## src/rtl/vixen_trace_pkg.sv

```systemverilog
// Shared trace record layout and event kinds for the vixen execution-trace capture path.
package vixen_trace_pkg;

    localparam int REC_W     = 38;
    localparam int PC_LSB    = 0;
    localparam int OP_LSB    = 16;
    localparam int FLAGS_LSB = 32;
    localparam int KIND_LSB  = 36;

    // Flag nibble order inside the record: {N,Z,C,V}
    localparam int FLAG_V = 0;
    localparam int FLAG_C = 1;
    localparam int FLAG_Z = 2;
    localparam int FLAG_N = 3;

    localparam logic [1:0] KIND_NORMAL = 2'b00;
    localparam logic [1:0] KIND_HALT   = 2'b01;
    localparam logic [1:0] KIND_TRAP   = 2'b10;
    localparam logic [1:0] KIND_GAP    = 2'b11;

    typedef enum logic {
        ST_RUN,
        ST_STOPPED
    } state_t;

    function automatic logic [REC_W-1:0] pack_rec(input logic [1:0]  kind,
                                                  input logic [3:0]  flags,
                                                  input logic [15:0] op,
                                                  input logic [15:0] pc);
        return {kind, flags, op, pc};
    endfunction

endpackage

```

## src/rtl/vixen_trace_ram.sv

```systemverilog
// Trace record storage: registered write port, asynchronous read port for show-ahead.
module vixen_trace_ram
    import vixen_trace_pkg::*;
#(
    parameter  int DEPTH = 16,
    localparam int AW    = $clog2(DEPTH)
) (
    input  logic             clk,
    input  logic             we,
    input  logic [AW-1:0]    waddr,
    input  logic [REC_W-1:0] wdata,
    input  logic [AW-1:0]    raddr,
    output logic [REC_W-1:0] rdata
);

    logic [REC_W-1:0] mem [DEPTH];

    always_ff @(posedge clk) begin
        if (we) begin
            mem[waddr] <= wdata;
        end
    end

    assign rdata = mem[raddr];

endmodule

```

## src/rtl/vixen_trace_fifo.sv

```systemverilog
// Execution-trace capture: records executed instructions into a show-ahead FIFO,
// freezes on halt/trap, and accounts for events lost to a full buffer via GAP records.
module vixen_trace_fifo
    import vixen_trace_pkg::*;
#(
    parameter  int DEPTH = 16,
    localparam int AW    = $clog2(DEPTH)
) (
    input  logic             clk,
    input  logic             reset,
    input  logic             enable,
    input  logic             clear,
    input  logic             ex_valid,
    input  logic [15:0]      ex_pc,
    input  logic [15:0]      ex_op,
    input  logic [3:0]       ex_flags,
    input  logic             ex_halt,
    input  logic             ex_trap,
    output logic             rd_valid,
    input  logic             rd_ready,
    output logic [REC_W-1:0] rd_data,
    output logic [AW:0]      count,
    output logic             overflow,
    output logic [15:0]      dropped,
    output logic             stopped
);

    localparam logic [AW:0] FULL = (AW+1)'(DEPTH);

    function automatic logic [15:0] sat_inc16(input logic [15:0] v);
        return (v == 16'hFFFF) ? v : v + 16'd1;
    endfunction

    state_t           state, state_nxt;
    logic [AW-1:0]    wr_ptr, rd_ptr;
    logic             gap_pending;
    logic [15:0]      gap_count;
    logic             accept, space, pop, gap_wr, ev_wr, push, drop;
    logic [1:0]       ev_kind;
    logic [REC_W-1:0] wdata;

    assign rd_valid = (count != '0);
    assign stopped  = (state == ST_STOPPED);

    always_comb begin
        accept  = ex_valid & enable & (state == ST_RUN);
        pop     = rd_valid & rd_ready;
        space   = (count != FULL) | rd_ready;
        // A pending GAP record always wins the single write slot over a new event
        gap_wr  = gap_pending & space;
        ev_wr   = accept & ~gap_pending & space;
        drop    = accept & ~ev_wr;
        push    = gap_wr | ev_wr;
        ev_kind = ex_trap ? KIND_TRAP : (ex_halt ? KIND_HALT : KIND_NORMAL);
        wdata   = gap_wr ? pack_rec(KIND_GAP, 4'h0, 16'h0000, gap_count)
                         : pack_rec(ev_kind, ex_flags, ex_op, ex_pc);
    end

    always_comb begin
        state_nxt = state;
        if (clear) begin
            state_nxt = ST_RUN;
        end else if (accept && (ex_halt || ex_trap)) begin
            state_nxt = ST_STOPPED;
        end
    end

    always_ff @(posedge clk or posedge reset) begin
        if (reset) begin
            state <= ST_RUN;
        end else begin
            state <= state_nxt;
        end
    end

    always_ff @(posedge clk or posedge reset) begin
        if (reset) begin
            wr_ptr      <= '0;
            rd_ptr      <= '0;
            count       <= '0;
            overflow    <= 1'b0;
            dropped     <= 16'd0;
            gap_pending <= 1'b0;
            gap_count   <= 16'd0;
        end else if (clear) begin
            wr_ptr      <= '0;
            rd_ptr      <= '0;
            count       <= '0;
            overflow    <= 1'b0;
            dropped     <= 16'd0;
            gap_pending <= 1'b0;
            gap_count   <= 16'd0;
        end else begin
            if (push) wr_ptr <= wr_ptr + 1'b1;
            if (pop)  rd_ptr <= rd_ptr + 1'b1;
            if (push && !pop) begin
                count <= count + 1'b1;
            end else if (pop && !push) begin
                count <= count - 1'b1;
            end
            if (drop) begin
                overflow    <= 1'b1;
                dropped     <= sat_inc16(dropped);
                gap_pending <= 1'b1;
                gap_count   <= gap_wr ? 16'd1 : sat_inc16(gap_count);
            end else if (gap_wr) begin
                gap_pending <= 1'b0;
                gap_count   <= 16'd0;
            end
        end
    end

    vixen_trace_ram #(.DEPTH(DEPTH)) u_ram (
        .clk   (clk),
        .we    (push & ~clear),
        .waddr (wr_ptr),
        .wdata (wdata),
        .raddr (rd_ptr),
        .rdata (rd_data)
    );

endmodule

```

## config.mk

```make
export PLATFORM = sky130hd
export DESIGN_NAME = vixen_trace_fifo
export DESIGN_NICKNAME = d
export VERILOG_FILES = /design/src/rtl/vixen_trace_pkg.sv /design/src/rtl/vixen_trace_ram.sv /design/src/rtl/vixen_trace_fifo.sv
export SDC_FILE = /design/constraint.sdc
export NUM_CORES = 1
export LEC_CHECK = 0
export CORE_UTILIZATION = 40
export CTS_BUF_LIST = sky130_fd_sc_hd__clkbuf_8
export CTS_CLUSTER_DIAMETER = 50
export DETAILED_ROUTE_END_ITERATION = 12
export DONT_BUFFER_PORTS = 1
export PLACE_DENSITY = 0.57
export SYNTH_ARGS = -nofsm -noshare
export SYNTH_HDL_FRONTEND = slang
export SYNTH_SLANG_ARGS = --single-unit
```

## constraint.sdc

```tcl
create_clock -name clk -period 4.3 [get_ports clk]
set_input_delay 1.29 -clock clk [delete_from_list [all_inputs] [get_ports clk]]
set_output_delay 1.29 -clock clk [all_outputs]
set_load 0.01 [all_outputs]
```

==> impl_metrics.json, run 1 <==
{
  "status": "complete, no violations",
  "cp-start-kind": "flop",
  "ys_seq_area_share_pct": 75.04,
  "syn2layout_area_growth_pct": 14.02,
  "wl_mm": 58.54,
  "regArea_um2": 19470,
  "gp_congestion": 0.7495,
  "p_leak_nw": 9.172,
  "via_count": 12440,
  "cp-startpoint": "rd_ptr[1]",
  "routed_via_density": 5.565,
  "ys_ff_latch": 656,
  "antenna_found_initial": 8,
  "async_flop_share_pct": 7.317,
  "p_comb_share_pct": 17.7,
  "layout.nets": 1353,
  "worstHoldStart": "gap_count[4]",
  "root_buffer": "clkbuf_8",
  "worstHoldPathCells": 2,
  "finish.utilization_pct": 46.53,
  "worstPathRequired_ns": 3.01,
  "insertion_delay_ns": 0.70,
  "syn_inst": 1213,
  "cp_max_fo": 37,
  "post-route-drc-count": 0,
  "power_frac_clock_pct": 34.4,
  "p_sw_share_pct": 25.90,
  "peakVddDrop_mv": 0.3304,
  "max_cap_violations": 0,
  "grt-ovfl-total": 0,
  "rows": 92,
  "multi_input_area_um2": 6262,
  "synth_area_um2": 25930,
  "path_class": "flop to output pin",
  "power_frac_seq_pct": 47.9,
  "p_per_area_nw_per_um2": 508.5,
  "drive_above_1_share_pct": 30.48,
  "final_cells": 2236,
  "ys_types": 56,
  "hold_class": "flop to flop",
  "dr.first_iter.drc_count": 1070,
  "first_pass_iters": 5,
  "tightest_slew_ns": 1.254,
  "fin_crit_ns": 4.132,
  "die_w_um": 256.6,
  "p_sw_mw": 3.894,
  "setup_viol": 0,
  "postSynthAreaPerCell_um2": 21.38,
  "arrival_ns": 2.84,
  "r2r-start": "count[1]",
  "port_buffers": 0,
  "rsz0062_at_grt": "no",
  "hold_viol_final": 0,
  "place_inst": 2035,
  "cts_sinks": 656,
  "grt_pass1_wl_mm": 86.84,
  "yosysWarnings": 0,
  "h-tree-depth": 3,
  "cts_buffers": 106,
  "synth_nets": 1269,
  "die_area_um2": 65850,
  "max-clock-path-buffers": 3,
  "grt_max_degree": 45,
  "max_slew_margin_pct": 15.86,
  "nFillCells": 5272,
  "pin_count": 106,
  "cts_hold_buffers": 0,
  "dp.final_hpwl_mm": 30.96,
  "cp-end-kind": "output pin",
  "synth_edf_count": 608,
  "grtUsageTotal_pct": 18.07,
  "avgRoutedWirePerCell_um": 26.18,
  "r2r_cells": 9,
  "post_cts_resized": 0,
  "grt_pass1_vias": 13240,
  "finalCritPeriodShare_pct": 96.10,
  "cts.clk_slew.worst_paths_ns": 0.06,
  "post_cts_buffers": 0,
  "initial_core_util_pct": 40.81,
  "yosys_most_used_dff": "edfxtp_1",
  "fmax_mhz": 242.0,
  "drtAntennaViolNets": 0,
  "core_um2": 63540,
  "die_h_um": 256.6,
  "cts_tree": "built",
  "internal_power_mw": 11.14,
  "finalClockSkew_ns": 0.03307,
  "slew_violations": 0
}
## area by class of cell
type	instances	share of cell area, %
Inverter	12	0.1523
Multi-Input combinational cell	480	21.18
Timing Repair Buffer	41	2.268
Clock buffer	113	5.260
Clock inverter	86	1.684
Antenna cell	2	0.01693
Tap cell	846	3.580
Sequential cell	656	65.86
## flip-flops by register name (all words and copies together) (netlist names)
| name | count |
|---|---|
| count | 5 |
| dropped | 16 |
| gap_count | 16 |
| gap_pending | 1 |
| overflow | 1 |
| rd_ptr | 4 |
| stopped | 1 |
| u_ram.mem | 608 |
| wr_ptr | 4 |
## placed cells by master (no fill, tap or decap), types with 8 or more instances in the layout
cell type  netlist  routed
buf_4            1      12
clkinv_1         0      27
nor4_1          10      10
nand4_1          9       9
mux2_2          12      12
or4_1            8       8
nor2_4           0      16
mux4_2         190     190
dfrtp_1         48      44
and2_1          23      23
clkbuf_8         0     113
edfxtp_1       608     608
a21oi_1         24      24
nand2_1         26      26
nand3_1         18      18
o21ai_0         15      14
buf_12           0      29
nor2_1          45      29
xnor2_1         12      12
inv_1           12      34
or3_1           10      10
clkinv_2         0      23
ha_1            11      11
## power by group through the flow
stage	registers [mW]	logic (mW)	clock network, mW
2_1_floorplan	7.23	2.14	0
3_3_place_gp	7.33	2.72	0
3_5_place_dp	7.33	2.73	0
4_1_cts	7.20	2.74	5.30
5_1_grt	7.21	2.87	5.58
6_report	7.20	2.66	5.18
## stage by stage
step	cell area (um^2)	TNS, ns	hold slack, ns	setup slack (ns)	power [mW]
2_1_floorplan	25940	-22.23	0.5351	-0.06550	9.368
3_3_place_gp	27510	0	0.5525	0.8599	10.04
3_5_place_dp	27510	0	0.5731	0.8569	10.06
4_1_cts	29560	0	0.5822	0.07303	15.24
5_1_grt	29560	0	0.6125	0.06148	15.66
6_report	29570	0	0.5795	0.1678	15.03
## cells in the mapped netlist, types with 4 or more instances
library cell	n	area share [%]
and2_1	23	0.55
and4_1	4	0.14
xor2_1	5	0.17
inv_1	12	0.17
nor3_1	7	0.14
nand3_1	18	0.35
buf_2	12	0.23
o21ai_0	15	0.29
o31ai_1	6	0.17
clkbuf_1	45	0.65
edfxtp_1	608	70
or4_1	8	0.23
nor2_1	45	0.65
ha_1	11	0.53
xnor2_1	12	0.41
a21oi_1	24	0.46
or3_1	10	0.24
nand4_1	9	0.22
mux4_2	190	17
nand2_1	26	0.38
mux2_2	12	0.52
nor4_1	10	0.24
buf_1	4	0.058
dfrtp_1	48	4.6
## routing by layer
metal	vias to the layer above	GRT usage, %	part of all wire [%]
met5	-	0	0.12
li1	5279	-	-
met2	342	29.41	49
met4	10	5.308	1.6
met3	85	3.756	5.3
met1	6727	24.57	44
## logic make-up after synthesis
family / synth area share (%)
and+or+nand+nor: 3.643
buffers and inverters: 1.274
muxes: 17.14
xor gates and xnor gates: 0.5742
adders and majority gates: 0.6080
DFF: 75.04
AOI/OAI and AO/OA: 1.723
## critical path, stage by stage (launching register included)
cell and delay, ns:
dfrtp_4 0.85, buf_4 0.36, mux4_2 0.33, mux4_2 0.58
## path summary, 6_finish.rpt
kind | slack, ns | to
setup / recovery | 0.17 | rd_data[0]
hold / removal | 0.58 | gap_count[4]
min in group asynchronous | 0.61 | gap_count[15]
setup reg to reg | 1.42 | count[4]
max in group asynchronous | 2.96 | count[0]
hold reg to reg | 0.58 | gap_count[4]
Note: power is estimated with default switching activity, not from simulation.
==> inputs of run 2 (changes only) <==
--- a/config.mk
+++ b/config.mk
@@ -10,6 +10,8 @@
 export CTS_CLUSTER_DIAMETER = 50
 export DETAILED_ROUTE_END_ITERATION = 12
 export DONT_BUFFER_PORTS = 1
+export HOLD_SLACK_MARGIN = 0.1
+export MAX_ROUTING_LAYER = met4
 export PLACE_DENSITY = 0.57
 export SYNTH_ARGS = -nofsm -noshare
 export SYNTH_HDL_FRONTEND = slang
==> constraint.sdc (replaced) <==
create_clock -name clk -period 4.89 [get_ports clk]
set_input_delay 1.467 -clock clk [delete_from_list [all_inputs] [get_ports clk]]
set_output_delay 1.467 -clock clk [all_outputs]
set_load 0.01 [all_outputs]
==> impl_metrics.json, run 2 (synthesized netlist as in run 1, its figures left out) <==
{
  "first_pass_iters": 5,
  "top_register": "u_ram.mem",
  "cts_buffers": 106,
  "hold_viol_final": 0,
  "post_cts_resized": 0,
  "grt_pass1_vias": 13380,
  "post-route-drc-count": 0,
  "tightest_slew_ns": 1.336,
  "pin_count": 106,
  "avgRoutedWirePerCell_um": 26.82,
  "die_w_um": 256.6,
  "grt_max_degree": 60,
  "fin_crit_ns": 4.478,
  "grt_pass1_wl_mm": 87.95,
  "reg_top3": "u_ram.mem x608, dropped x16, gap_count x16",
  "slew_violations": 0,
  "die_area_um2": 65850,
  "grt-ovfl-total": 0,
  "cts.clk_slew.worst_paths_ns": 0.06,
  "finalCritPeriodShare_pct": 91.58,
  "max_slew_margin_pct": 10.33,
  "layout.nets": 1354,
  "wl_mm": 59.70,
  "gp_congestion": 0.7417,
  "grtUsageTotal_pct": 18.97,
  "cp-end-kind": "output pin",
  "max_cap_violations": 0,
  "h-tree-depth": 3,
  "cp-start-kind": "flop",
  "cts_sinks": 656,
  "root_buffer": "clkbuf_8",
  "syn2layout_area_growth_pct": 13.02,
  "largest_reg_flops": 608,
  "fin_tns_setup_ns": 0,
  "antenna_found_initial": 10,
  "cp_max_fo": 26,
  "arrival_ns": 3.01,
  "insertion_delay_ns": 0.71,
  "max-clock-path-buffers": 3,
  "peakVddDrop_mv": 0.2675,
  "drtAntennaViolNets": 0,
  "initial_core_util_pct": 40.81,
  "cts_tree": "built",
  "die_h_um": 256.6,
  "drive_above_1_share_pct": 28.86,
  "hold_class": "flop to flop",
  "fmax_mhz": 223.3,
  "layout_commonest_cell": "edfxtp_1",
  "whs_ns": 0.5824,
  "status": "complete, no violations",
  "cts_hold_buffers": 0,
  "setup_viol": 0,
  "p_leak_nw": 9.101,
  "dr.first_iter.drc_count": 986,
  "core_um2": 63540,
  "dp.final_hpwl_mm": 31.08,
  "routed_via_density": 5.544,
  "rsz0062_at_grt": "no",
  "port_buffers": 0,
  "finalClockSkew_ns": 0.04161,
  "post_cts_buffers": 0,
  "rows": 92,
  "worstPathRequired_ns": 3.42,
  "p_per_area_nw_per_um2": 440.5,
  "via_count": 12340,
  "mostFrequentLayoutCells": "edfxtp_1 (608), mux4_2 (190), clkbuf_8 (109), inv_1 (51), dfrtp_1 (44)",
  "path_class": "flop to output pin"
}
[run 2: cell types whose count changed in the layout (fill, tap and decap cells not counted), sizes merged]
| cell | previous run | this run |
|---|---|---|
| clkbuf | 113 | 109 |
| diode | 2 | 8 |
| clkinv | 52 | 26 |
| inv | 37 | 54 |
| bufinv | 4 | 2 |
| clkinvlp | 5 | 3 |
| buf | 41 | 42 |
[run 2: metal layers]
metal | vias up | track usage (%) | wire length (um)
li1 | 5253 | - | -
met1 | 6642 | 25.31 | 26250
met2 | 370 | 29.20 | 28710
met3 | 75 | 4.241 | 3680
met4 | 0 | 5.655 | 1068
met5 | - | - | 0
[run 2: worst paths after layout]
kind                               from            to  slack (ns)  cells past startpoint
max in group asynchronous         reset     rd_ptr[2]        3.23                      1
setup reg to reg               count[1]      count[4]        1.99                      9
hold reg to reg            gap_count[4]  gap_count[4]        0.58                      2
hold / removal             gap_count[4]  gap_count[4]        0.58                      2
min in group asynchronous         reset    dropped[5]        0.89                      1
setup / recovery              rd_ptr[0]   rd_data[27]        0.41                      3
[run 2: per-stage QoR]
stage / total power [mW] / std cells / setup WS, ns / instance area, um^2 / utilization [%]
final: 12.91 / 2226 / 0.4118 / 29310 / 46.12
after global routing: 13.44 / 2226 / 0.2611 / 29310 / 46.12
after CTS: 13.09 / 2218 / 0.2992 / 29290 / 46.09
after detailed placement: 8.838 / 2036 / 1.093 / 27430 / 43.17
after global placement: 8.820 / 2036 / 1.096 / 27430 / 43.17
after floorplan: 8.238 / 1213 / 0.3475 / 25930 / -
[run 2: layout make-up]
class	count	area, um^2
tap	846	1059
fill	5317	34230
clock buffer	109	1500
sequential	656	19470
multi-input combinational	480	6262
clock inverter	73	359.1
timing repair buffer	42	590.6
inverter	12	45.04
antenna	8	20.02
[run 2: power breakdown]
part / internal (mW) / leakage, nW / switching (mW)
Combinational: 1.23 / 1.88 / 1.10
Clock: 2.15 / 1.09 / 2.09
Sequential: 6.20 / 6.13 / 0.135
[run 2: worst max-delay path: stages, from the launching register on]
cell and delay (ns):
dfrtp_4 0.82, buf_4 0.38, mux4_2 0.53, mux4_2 0.55
==> inputs of run 3 (changes only) <==
--- a/config.mk
+++ b/config.mk
@@ -5,6 +5,8 @@
 export SDC_FILE = /design/constraint.sdc
 export NUM_CORES = 1
 export LEC_CHECK = 0
+export CELL_PAD_IN_SITES_DETAIL_PLACEMENT = 2
+export CELL_PAD_IN_SITES_GLOBAL_PLACEMENT = 2
 export CORE_UTILIZATION = 40
 export CTS_BUF_LIST = sky130_fd_sc_hd__clkbuf_8
 export CTS_CLUSTER_DIAMETER = 50
@@ -12,7 +14,7 @@
 export DONT_BUFFER_PORTS = 1
 export HOLD_SLACK_MARGIN = 0.1
 export MAX_ROUTING_LAYER = met4
-export PLACE_DENSITY = 0.57
+export PLACE_DENSITY = 0.68
 export SYNTH_ARGS = -nofsm -noshare
 export SYNTH_HDL_FRONTEND = slang
 export SYNTH_SLANG_ARGS = --single-unit
==> impl_metrics.json, run 3 (synthesized netlist as in run 1, its figures left out) <==
{
  "first_pass_iters": 5,
  "cp_max_fo": 58,
  "hold_class": "flop to flop",
  "grtUsageTotal_pct": 22.72,
  "cp-start-kind": "flop",
  "cts_hold_buffers": 0,
  "setup_viol": 0,
  "dp.final_hpwl_mm": 40.55,
  "dr.first_iter.drc_count": 1055,
  "pin_count": 106,
  "arrival_ns": 2.96,
  "initial_core_util_pct": 40.81,
  "insertion_delay_ns": 0.72,
  "post-route-drc-count": 0,
  "p_comb_share_pct": 17.6,
  "cts.clk_slew.worst_paths_ns": 0.07,
  "gp_congestion": 0.7275,
  "status": "complete, no violations",
  "max_stage_delay_ns": 0.83,
  "cts_tree": "built",
  "wl_mm": 71.78,
  "core_um2": 63540,
  "cts_sinks": 656,
  "rows": 92,
  "root_buffer": "clkbuf_8",
  "layout.nets": 1361,
  "cp-startpoint": "rd_ptr[1]",
  "grt_max_degree": 59,
  "drtAntennaViolNets": 0,
  "finalCritPeriodShare_pct": 90.63,
  "via_count": 12900,
  "post_cts_resized": 0,
  "setup.reg_to_reg.worst_slack_ns": 1.87,
  "die_area_um2": 65850,
  "port_buffers": 0,
  "slew_violations": 0,
  "worstPathRequired_ns": 3.42,
  "path_class": "flop to output pin",
  "die_w_um": 256.6,
  "layout_commonest_cell": "edfxtp_1",
  "syn2layout_area_growth_pct": 13.89,
  "hold_viol_final": 0,
  "grt-ovfl-total": 0,
  "mostFrequentLayoutCells": "edfxtp_1 (608), mux4_2 (190), clkbuf_8 (112), inv_1 (44), dfrtp_1 (44)",
  "grt_pass1_vias": 14320,
  "top_register": "u_ram.mem",
  "p_sw_mw": 3.570,
  "grt_pass1_wl_mm": 103.4,
  "r2r_end": "count[4]",
  "largest_reg_flops": 608,
  "rsz0062_at_grt": "no",
  "tightest_slew_ns": 1.115,
  "max_slew_margin_pct": 25.70,
  "cp-end-kind": "output pin",
  "finalClockSkew_ns": 0.03039,
  "p_leak_nw": 9.190,
  "internal_power_mw": 9.797,
  "r2r-start": "count[1]",
  "antenna_found_initial": 12,
  "r2r_cells": 9,
  "reg_top3": "u_ram.mem x608, dropped x16, gap_count x16",
  "min_to": "gap_count[4]",
  "post_cts_buffers": 0,
  "routed_via_density": 5.740,
  "p_sw_share_pct": 26.71,
  "cts_buffers": 111,
  "max_cap_violations": 0,
  "h-tree-depth": 3,
  "fmax_mhz": 225.6,
  "p_per_area_nw_per_um2": 452.6,
  "cp_slowest_cell": "dfrtp_4",
  "fin_tns_setup_ns": 0,
  "max-clock-path-buffers": 3,
  "worstPathCellList": "buf_12, mux4_2, mux4_2",
  "worstHoldPathCells": 2,
  "die_h_um": 256.6,
  "path_delay_family": "multiplexers",
  "whs_ns": 0.5842,
  "power_frac_clock_pct": 34.9,
  "avgRoutedWirePerCell_um": 31.93,
  "peakVddDrop_mv": 0.2064,
  "drive_above_1_share_pct": 29.58,
  "cp_common_cell": "mux4_2",
  "power_frac_seq_pct": 47.5,
  "worstHoldStart": "gap_count[4]",
  "fin_crit_ns": 4.432,
  "critPathBufInv": 1
}
==> run 3: changes by cell type in the layout (fill, tap and decap cells not counted), moves of 3 or more <==
cell / delta
bufinv_16: +3
clkbuf_8: +3
clkinv_2: +6
clkinv_1: +12
inv_1: -7
inv_6: +3
==> run 3: area by class of cell <==
type	instances	area [um^2]
Clock inverter	89	514.2
Tap cell	846	1059
Timing Repair Buffer	44	618.1
Inverter	12	45.04
Fill cell	5667	34010
Clock buffer	112	1541
Multi-Input combinational cell	480	6262
Sequential cell	656	19470
Antenna cell	9	22.52
==> run 3: layer usage <==
| layer | GRT usage [%] | vias to the layer above | share of wire, % | routed length [um] |
|---|---|---|---|---|
| li1 | - | 5290 | - | - |
| met1 | 29.12 | 7068 | 42 | 29990 |
| met2 | 36.58 | 420 | 51 | 36290 |
| met3 | 4.616 | 126 | 5.4 | 3854 |
| met4 | 6.978 | 0 | 2.3 | 1642 |
| met5 | - | - | 0 | 0 |
==> run 3: worst register-to-register path: stages, from the launching register on <==
cell and delay (ns):
dfrtp_1 0.50, or4_1 0.59, o21ai_2 0.38, nand2_1 0.27
fa_1 0.47, nand3_1 0.14, nand2_1 0.11, nor3_1 0.22
a31oi_1 0.07, o311a_1 0.16
==> run 3: how the worst max path moves through the flow <==
stage | end | slack (ns) | cells after the start
2_1_floorplan | u_ram.mem[15][0] | 0.35 | 5
3_3_place_gp | u_ram.mem[11][26] | 1.09 | 6
3_5_place_dp | u_ram.mem[13][26] | 1.07 | 4
4_1_cts | rd_data[35] | 0.37 | 3
5_1_grt | rd_data[12] | 0.32 | 3
6_report | rd_data[26] | 0.46 | 3
==> run 3: power groups by stage <==
stage	Sequential [mW]	Combinational [mW]	Clock [mW]
2_1_floorplan	6.36	1.88	0
3_3_place_gp	6.46	2.34	0
3_5_place_dp	6.46	2.41	0
4_1_cts	6.35	2.42	4.78
5_1_grt	6.36	2.53	4.99
6_report	6.34	2.36	4.67
==> run 3: through the flow <==
step | setup slack (ns) | util [%] | instances | power (mW) | instance area [um^2]
floorplan | 0.3475 | - | 1213 | 8.238 | 25930
global placement | 1.093 | 43.20 | 2037 | 8.793 | 27450
detailed placement | 1.066 | 43.20 | 2037 | 8.873 | 27450
CTS | 0.3740 | 46.43 | 2238 | 13.54 | 29500
global route | 0.3213 | 46.48 | 2248 | 13.88 | 29530
finish | 0.4583 | 46.48 | 2248 | 13.37 | 29530
